$ cat src/rtl/cpu_pkg.sv
// Shared CPU definitions: fetch FSM state encoding and fetch constants.
package cpu_pkg;

  typedef enum logic [1:0] {
    FETCH = 2'd0,
    HOLD  = 2'd1,
    DRAIN = 2'd2
  } fetch_state_t;

  localparam logic [31:0] INSTR_NOP = 32'h0000_0000;
  localparam logic [31:0] PC_STEP   = 32'd4;

  // Clear the byte-offset bits so a redirect always lands on a word boundary.
  function automatic logic [31:0] word_align(input logic [31:0] addr);
    return {addr[31:2], 2'b00};
  endfunction

endpackage

$ cat src/rtl/fetch_unit.sv
// Instruction fetch stage: PC register, one-entry stall buffer and
// FETCH/HOLD/DRAIN control FSM feeding the IF/ID register.
// Optional macro FETCH_MISALIGN_TRAP_EN: a redirect to a non-word-aligned
// target raises a sticky misalign_o and stops all further fetching until
// reset; without it the low target bits are simply dropped.
module fetch_unit
  import cpu_pkg::*;
#(
  parameter logic [31:0] RESET_PC = 32'h0000_0000
) (
  input  logic        clk_i,
  input  logic        rst_i,
  input  logic        stall_i,
  input  logic        flush_i,
  input  logic [31:0] branch_target_i,
  output logic        imem_req_o,
  output logic [31:0] imem_addr_o,
  input  logic        imem_ready_i,
  input  logic [31:0] imem_data_i,
  output logic [31:0] add_pc_o,
  output logic [31:0] instruction_o,
  output logic        valid_o
`ifdef FETCH_MISALIGN_TRAP_EN
  ,
  output logic        misalign_o
`endif
);

  fetch_state_t state_q, state_d;
  logic [31:0]  pc_q, pc_d;
  logic [31:0]  drain_addr_q, drain_addr_d;
  logic [31:0]  buf_q, buf_d;
  logic [31:0]  add_pc_q, add_pc_d;
  logic [31:0]  instr_q, instr_d;
  logic         valid_q, valid_d;
  logic         trap;

`ifdef FETCH_MISALIGN_TRAP_EN
  logic misalign_q, misalign_d;

  assign trap       = misalign_q;
  assign misalign_o = misalign_q;
`else
  assign trap = 1'b0;
`endif

  // The request is dropped while reset is low, while the buffer is full, and
  // for good once a misaligned redirect has trapped. During DRAIN the old
  // address is kept on the bus until memory finishes the abandoned access.
  assign imem_req_o    = rst_i && !trap && (state_q != HOLD);
  assign imem_addr_o   = (state_q == DRAIN) ? drain_addr_q : pc_q;
  assign add_pc_o      = add_pc_q;
  assign instruction_o = instr_q;
  assign valid_o       = valid_q;

  // Next-state and datapath update; flush takes priority over everything.
  always_comb begin
    state_d      = state_q;
    pc_d         = pc_q;
    drain_addr_d = drain_addr_q;
    buf_d        = buf_q;
    add_pc_d     = add_pc_q;
    instr_d      = instr_q;
    valid_d      = valid_q;
`ifdef FETCH_MISALIGN_TRAP_EN
    misalign_d   = misalign_q;
`endif

    if (flush_i) begin
      pc_d    = word_align(branch_target_i);
      instr_d = INSTR_NOP;
      valid_d = 1'b0;
`ifdef FETCH_MISALIGN_TRAP_EN
      if (branch_target_i[1:0] != 2'b00) begin
        misalign_d = 1'b1;
      end
`endif
      case (state_q)
        FETCH: begin
          if (!(imem_ready_i && !trap)) begin
            state_d      = DRAIN;
            drain_addr_d = pc_q;
          end
        end
        HOLD: begin
          state_d = FETCH;
        end
        DRAIN: begin
          if (imem_ready_i && !trap) begin
            state_d = FETCH;
          end
        end
        default: begin
          state_d = FETCH;
        end
      endcase
    end else begin
      case (state_q)
        FETCH: begin
          if (imem_ready_i && !trap) begin
            if (stall_i) begin
              buf_d   = imem_data_i;
              state_d = HOLD;
            end else begin
              add_pc_d = pc_q + PC_STEP;
              instr_d  = imem_data_i;
              valid_d  = 1'b1;
              pc_d     = pc_q + PC_STEP;
            end
          end
        end
        HOLD: begin
          if (!stall_i) begin
            add_pc_d = pc_q + PC_STEP;
            instr_d  = buf_q;
            valid_d  = 1'b1;
            pc_d     = pc_q + PC_STEP;
            state_d  = FETCH;
          end
        end
        DRAIN: begin
          if (imem_ready_i && !trap) begin
            state_d = FETCH;
          end
        end
        default: begin
          state_d = FETCH;
        end
      endcase
    end
  end

  // FSM state register.
  always_ff @(posedge clk_i or negedge rst_i) begin
    if (!rst_i) begin
      state_q <= FETCH;
    end else begin
      state_q <= state_d;
    end
  end

  // PC, drain address, stall buffer and IF/ID output registers.
  always_ff @(posedge clk_i or negedge rst_i) begin
    if (!rst_i) begin
      pc_q         <= RESET_PC;
      drain_addr_q <= RESET_PC;
      buf_q        <= INSTR_NOP;
      add_pc_q     <= 32'h0000_0000;
      instr_q      <= INSTR_NOP;
      valid_q      <= 1'b0;
    end else begin
      pc_q         <= pc_d;
      drain_addr_q <= drain_addr_d;
      buf_q        <= buf_d;
      add_pc_q     <= add_pc_d;
      instr_q      <= instr_d;
      valid_q      <= valid_d;
    end
  end

`ifdef FETCH_MISALIGN_TRAP_EN
  // Sticky misaligned-redirect flag, cleared only by reset.
  always_ff @(posedge clk_i or negedge rst_i) begin
    if (!rst_i) begin
      misalign_q <= 1'b0;
    end else begin
      misalign_q <= misalign_d;
    end
  end
`endif

endmodule
$ cat config.mk
export PLATFORM = sky130hd
export DESIGN_NAME = fetch_unit
export DESIGN_NICKNAME = d
export VERILOG_FILES = /design/src/rtl/cpu_pkg.sv /design/src/rtl/fetch_unit.sv
export SDC_FILE = /design/constraint.sdc
export NUM_CORES = 1
export LEC_CHECK = 0
export ABC_AREA = 1
export CAP_MARGIN = 30
export CORE_MARGIN = 2
export CORE_UTILIZATION = 46
export DETAILED_ROUTE_END_ITERATION = 16
export HOLD_SLACK_MARGIN = 0.12
export PLACE_DENSITY = 0.74
export SETUP_SLACK_MARGIN = 0.02
export SYNTH_ARGS = -nofsm -noshare
export SYNTH_HDL_FRONTEND = slang
export SYNTH_SLANG_ARGS = --single-unit
$ cat constraint.sdc
create_clock -name clk_i -period 1.5 [get_ports clk_i]
set_input_delay 0.3 -clock clk_i [delete_from_list [all_inputs] [get_ports clk_i]]
set_output_delay 0.3 -clock clk_i [all_outputs]
set_load 0.1 [all_outputs]
==> key figures, run 1 <==
Status
  – Status: finished with violations
  – Failing checks: setup timing

STA
  – Endpoints failing setup: 160
  – Least-Margin Pin Slew: between 0.5 and 0.6 ns
  – Clock Skew: around 0.014 ns
  – Fmax: between 0.5 and 0.6 GHz
  – Final Cycle Share: 1.308
  – Setup TNS: -42.62 ns
  – Slew margin rel.: 0.6601
  – Final slew viol count: 0
  – Unrepaired setup endpoints after global routing: yes
  – Min cycle time layout: roughly 2.0 ns
  – Worst Slack Setup Final: -0.4626 ns
  – Fin. Hold Viols: 0

Global route
  – GRT Residual Overflow: 0
  – First-pass GRT wire length: about 41 mm
  – Initial antenna violation count: 1
  – Largest net degree at the start of global routing: 79
  – GRT Util Overall: 0.2956
  – Vias in the first global route: 8079

Placement
  – Post-DP HPWL: 16.14 mm
  – I/O Buffers: 160
  – Post-placement cell count: 1415
  – DP Area: 0.01131 sq mm
  – Final RePlAce weighted congestion: 0.9094
  – Place WS: -0.2449 ns

Drt
  – Total iterations of the first detailed-routing run: 6
  – Remaining routing DRC violations: 0
  – Total number of vias: 8650
  – Drt wl/cell: 20.36 um
  – Final ANT Viol Nets: 0
  – Final Routed Wirelength: 30.63 mm
  – Met3 WL: around 2.6 mm
  – Number of DRC markers in iteration 0: between 800 and 900
  – Top Metal Used: met4
  – Vias/cell: roughly 5.8
  – Met1 wire length: between 10 and 15 mm
  – Met2 Wirelength: 15.25 mm

Logic synthesis
  – Seq/Total Area, Yosys: 0.5098
  – Synth Area in Compound Gates: 0.1546
  – Top-area cell type share of the netlist area: 0.5098
  – Number of distinct library cells after synthesis: 31
  – Cell count after synthesis: 1020
  – Post-Synth Adder-Cell Area: 0.001624
  – Yosys reg bits: 157
  – Synth top area cells: dfrtp_1 (51%), nand2_1 (16%), o21ai_0 (8.0%)
  – Synth warn: 0
  – Cell area after synthesis: 0.007706 sq mm
  – Largest family of logic cells by synthesized area: simple AND/OR/NAND/NOR gates
  – XOR/XNOR Fraction of Synth Area: 0.007956
  – Cell accounting for the most synthesized area: dfrtp_1
  – Post-synthesis mux area share: 0
  – Mean Syn Cell Area: about 7.6 sq um
  – Post-synthesis simple-gate area fraction: 0.2463

Pwr
  – Peak supply drop: 0.0008903 V
  – PwrDens: approximately 1500 mW/mm^2
  – Lkg Pwr: ~6.3 nW
  – Tot Pwr: 0.02081 W

Flow run
  – Max_cap viols: 0

Cells and area
  – Post-route insts no fill: 1504
  – Commonest non-fill, non-tap cell in the layout: nand2_1
  – Synth-to-Final Area Change: 75.50%
  – Most frequent cells in the layout: nand2_1 (306), dfrtp_1 (156), buf_12 (121), nor2_1 (88), inv_1 (75)
  – Layout cell share with drive strength beyond 1: 0.2946
  – Layout fillers: ~900
  – Final instance area: ~0.014 sq mm
  – Nets: between 1000 and 1500

Worst setup path
  – Critical Path Max Stage Delay: a little under 0.4 ns
  – CP Buf/Inv Count: 4
  – Crit Path Category: reg2out
  – CP Launch Type: flip-flop
  – Crit Path Max Fanout: 23
  – CP required: ~1.2 ns
  – CP delay by family, top: buffers and inverters
  – R2r setup slk: -0.40 ns
  – Slowest CP cell: dfrtp_1
  – RR Startpoint: state_q[1]
  – R2R depth: 10
  – Reg2reg end: instruction_o[27]
  – Crit end category: primary output
  – Worst Path Arrival: 1.66 ns
  – Crit-path cells: inv_2 -> nand2_4 -> buf_12 -> buf_6 -> a21oi_4 -> buf_12
  – CP most frequent cell: buf_12

Clocking
  – Clk slew on worst S/H paths: 0.06 ns
  – Clock Tree Root: clkbuf_16
  – Worst-Skew Late Latency: about 0.43 ns
  – CTS tree: done
  – Clk sinks: roughly 160
  – Total CTS buffers: 17
  – Clk buf depth: 2
  – CTS H-tree lvls: 4

Floorplanning
  – Die W: 133.4 um
  – Initial Util: 0.4680
  – Die area: approximately 0.018 sq mm
  – # IOs: approximately 170
  – Die Span Y: 133.4 um
  – Core region area: roughly 0.016 sq mm
  – # rows: 47

Min path
  – Hold path cells: 3
  – Endpoint, Worst Hold: buf_q[11]
  – Hold Path Class: in2reg
  – Min-Delay Startpoint: imem_data_i[11]
sequential cells by signal (all words and copies together), names as in the netlist:
name,count
add_pc_o,30
state_q,2
pc_q,30
drain_addr_q,30
valid_o,1
buf_q,32
instruction_o,32
cell usage after synthesis:
| library cell | number |
|---|---|
| o21a_1 | 1 |
| nand3_1 | 31 |
| o211ai_1 | 1 |
| nand2_4 | 1 |
| ha_1 | 1 |
| o21ai_1 | 23 |
| nand4_1 | 1 |
| nor3_2 | 1 |
| nor2_4 | 1 |
| buf_6 | 4 |
| o21ai_0 | 123 |
| conb_1 | 1 |
| a21oi_1 | 76 |
| dfrtp_1 | 157 |
| nor2_2 | 8 |
| nor2_1 | 104 |
| nand2_2 | 1 |
| inv_1 | 76 |
| nor3_1 | 2 |
| inv_2 | 5 |
| clkbuf_1 | 23 |
| buf_1 | 4 |
| and2_1 | 2 |
| clkbuf_2 | 2 |
| xor2_1 | 7 |
| a31oi_1 | 2 |
| nand2_1 | 329 |
| buf_4 | 10 |
| o22ai_1 | 7 |
| o21ai_2 | 1 |
| buf_2 | 15 |
per-stage QoR:
step	hold WS (ns)	util
floorplan	0.004409	-
global route	0.4591	0.8212
detailed placement	0.3749	0.6869
global placement	0.3736	0.6869
finish	0.4373	0.8214
CTS	0.4357	0.7802
report_power, final:
part	leakage [nW]	total (W)	switching (W)	internal [W]
logic	4.08	0.0102	0.00644	0.00380
clock network	0.291	0.00455	0.00181	0.00274
registers	1.95	0.00602	0.000906	0.00511
final cells by class:
cell class | count | area [sq um] | share of cell area
antenna | 1 | 2.502 | 0.0001850
clock buffer | 21 | 470.5 | 0.03479
clock inverter | 11 | 140.1 | 0.01036
inverter | 81 | 311.5 | 0.02304
multi-input combinational | 728 | 3934 | 0.2909
sequential | 157 | 3930 | 0.2906
tap | 220 | 275.3 | 0.02035
timing repair buffer | 285 | 4461 | 0.3298
logic make-up (layout without fill, tap and decap cells):
| group | count (synthesis) | in the layout |
|---|---|---|
| simple gates | 481 | 482 |
| compound gates | 234 | 234 |
| flops | 157 | 157 |
| buf+inv | 139 | 398 |
| xor+xnor | 7 | 7 |
| fa+ha+maj | 1 | 1 |
| other cells | 1 | 5 |
what timing repair did:
item,CTS,global route
setup endpoints to repair,94,187
setup buffers,16,7
resized for setup,105,113
hold endpoints to repair,76,0
hold buffers,1,0
gates cloned,15,20
pin swaps,16,14
how the worst max path moves through the flow:
stage | start | endpoint | slack (ns) | depth (start not counted)
3_5_place_dp | imem_ready_i | pc_q[18] | -0.24 | 8
6_report | state_q[0] | imem_addr_o[21] | -0.46 | 6
3_3_place_gp | imem_ready_i | pc_q[18] | -0.19 | 8
5_1_grt | state_q[0] | imem_addr_o[13] | -0.52 | 6
4_1_cts | state_q[0] | imem_addr_o[7] | -0.46 | 6
2_1_floorplan | state_q[0] | imem_addr_o[10] | -0.15 | 4
worst min-delay path, cell delays in order:
cell and delay [ns]:
clkdlybuf4s50_1 0.39, inv_1 0.07, o21ai_1 0.07
routing by layer:
layer	up-vias	global-route usage
met5	-	0
met4	0	0.1277
met3	180	0.06621
met2	572	0.4966
met1	4142	0.3686
li1	3756	-
Note: power is estimated with default switching activity, not from simulation.
==> inputs of run 2 (changes only) <==
--- a/config.mk
+++ b/config.mk
@@ -6,7 +6,7 @@
 export NUM_CORES = 1
 export LEC_CHECK = 0
 export ABC_AREA = 1
-export CAP_MARGIN = 30
+export CAP_MARGIN = 20
 export CORE_MARGIN = 2
 export CORE_UTILIZATION = 46
 export DETAILED_ROUTE_END_ITERATION = 16
==> results of run 2 <==
Same layout as run 1: the final DEF is identical, and so are final timing and power.
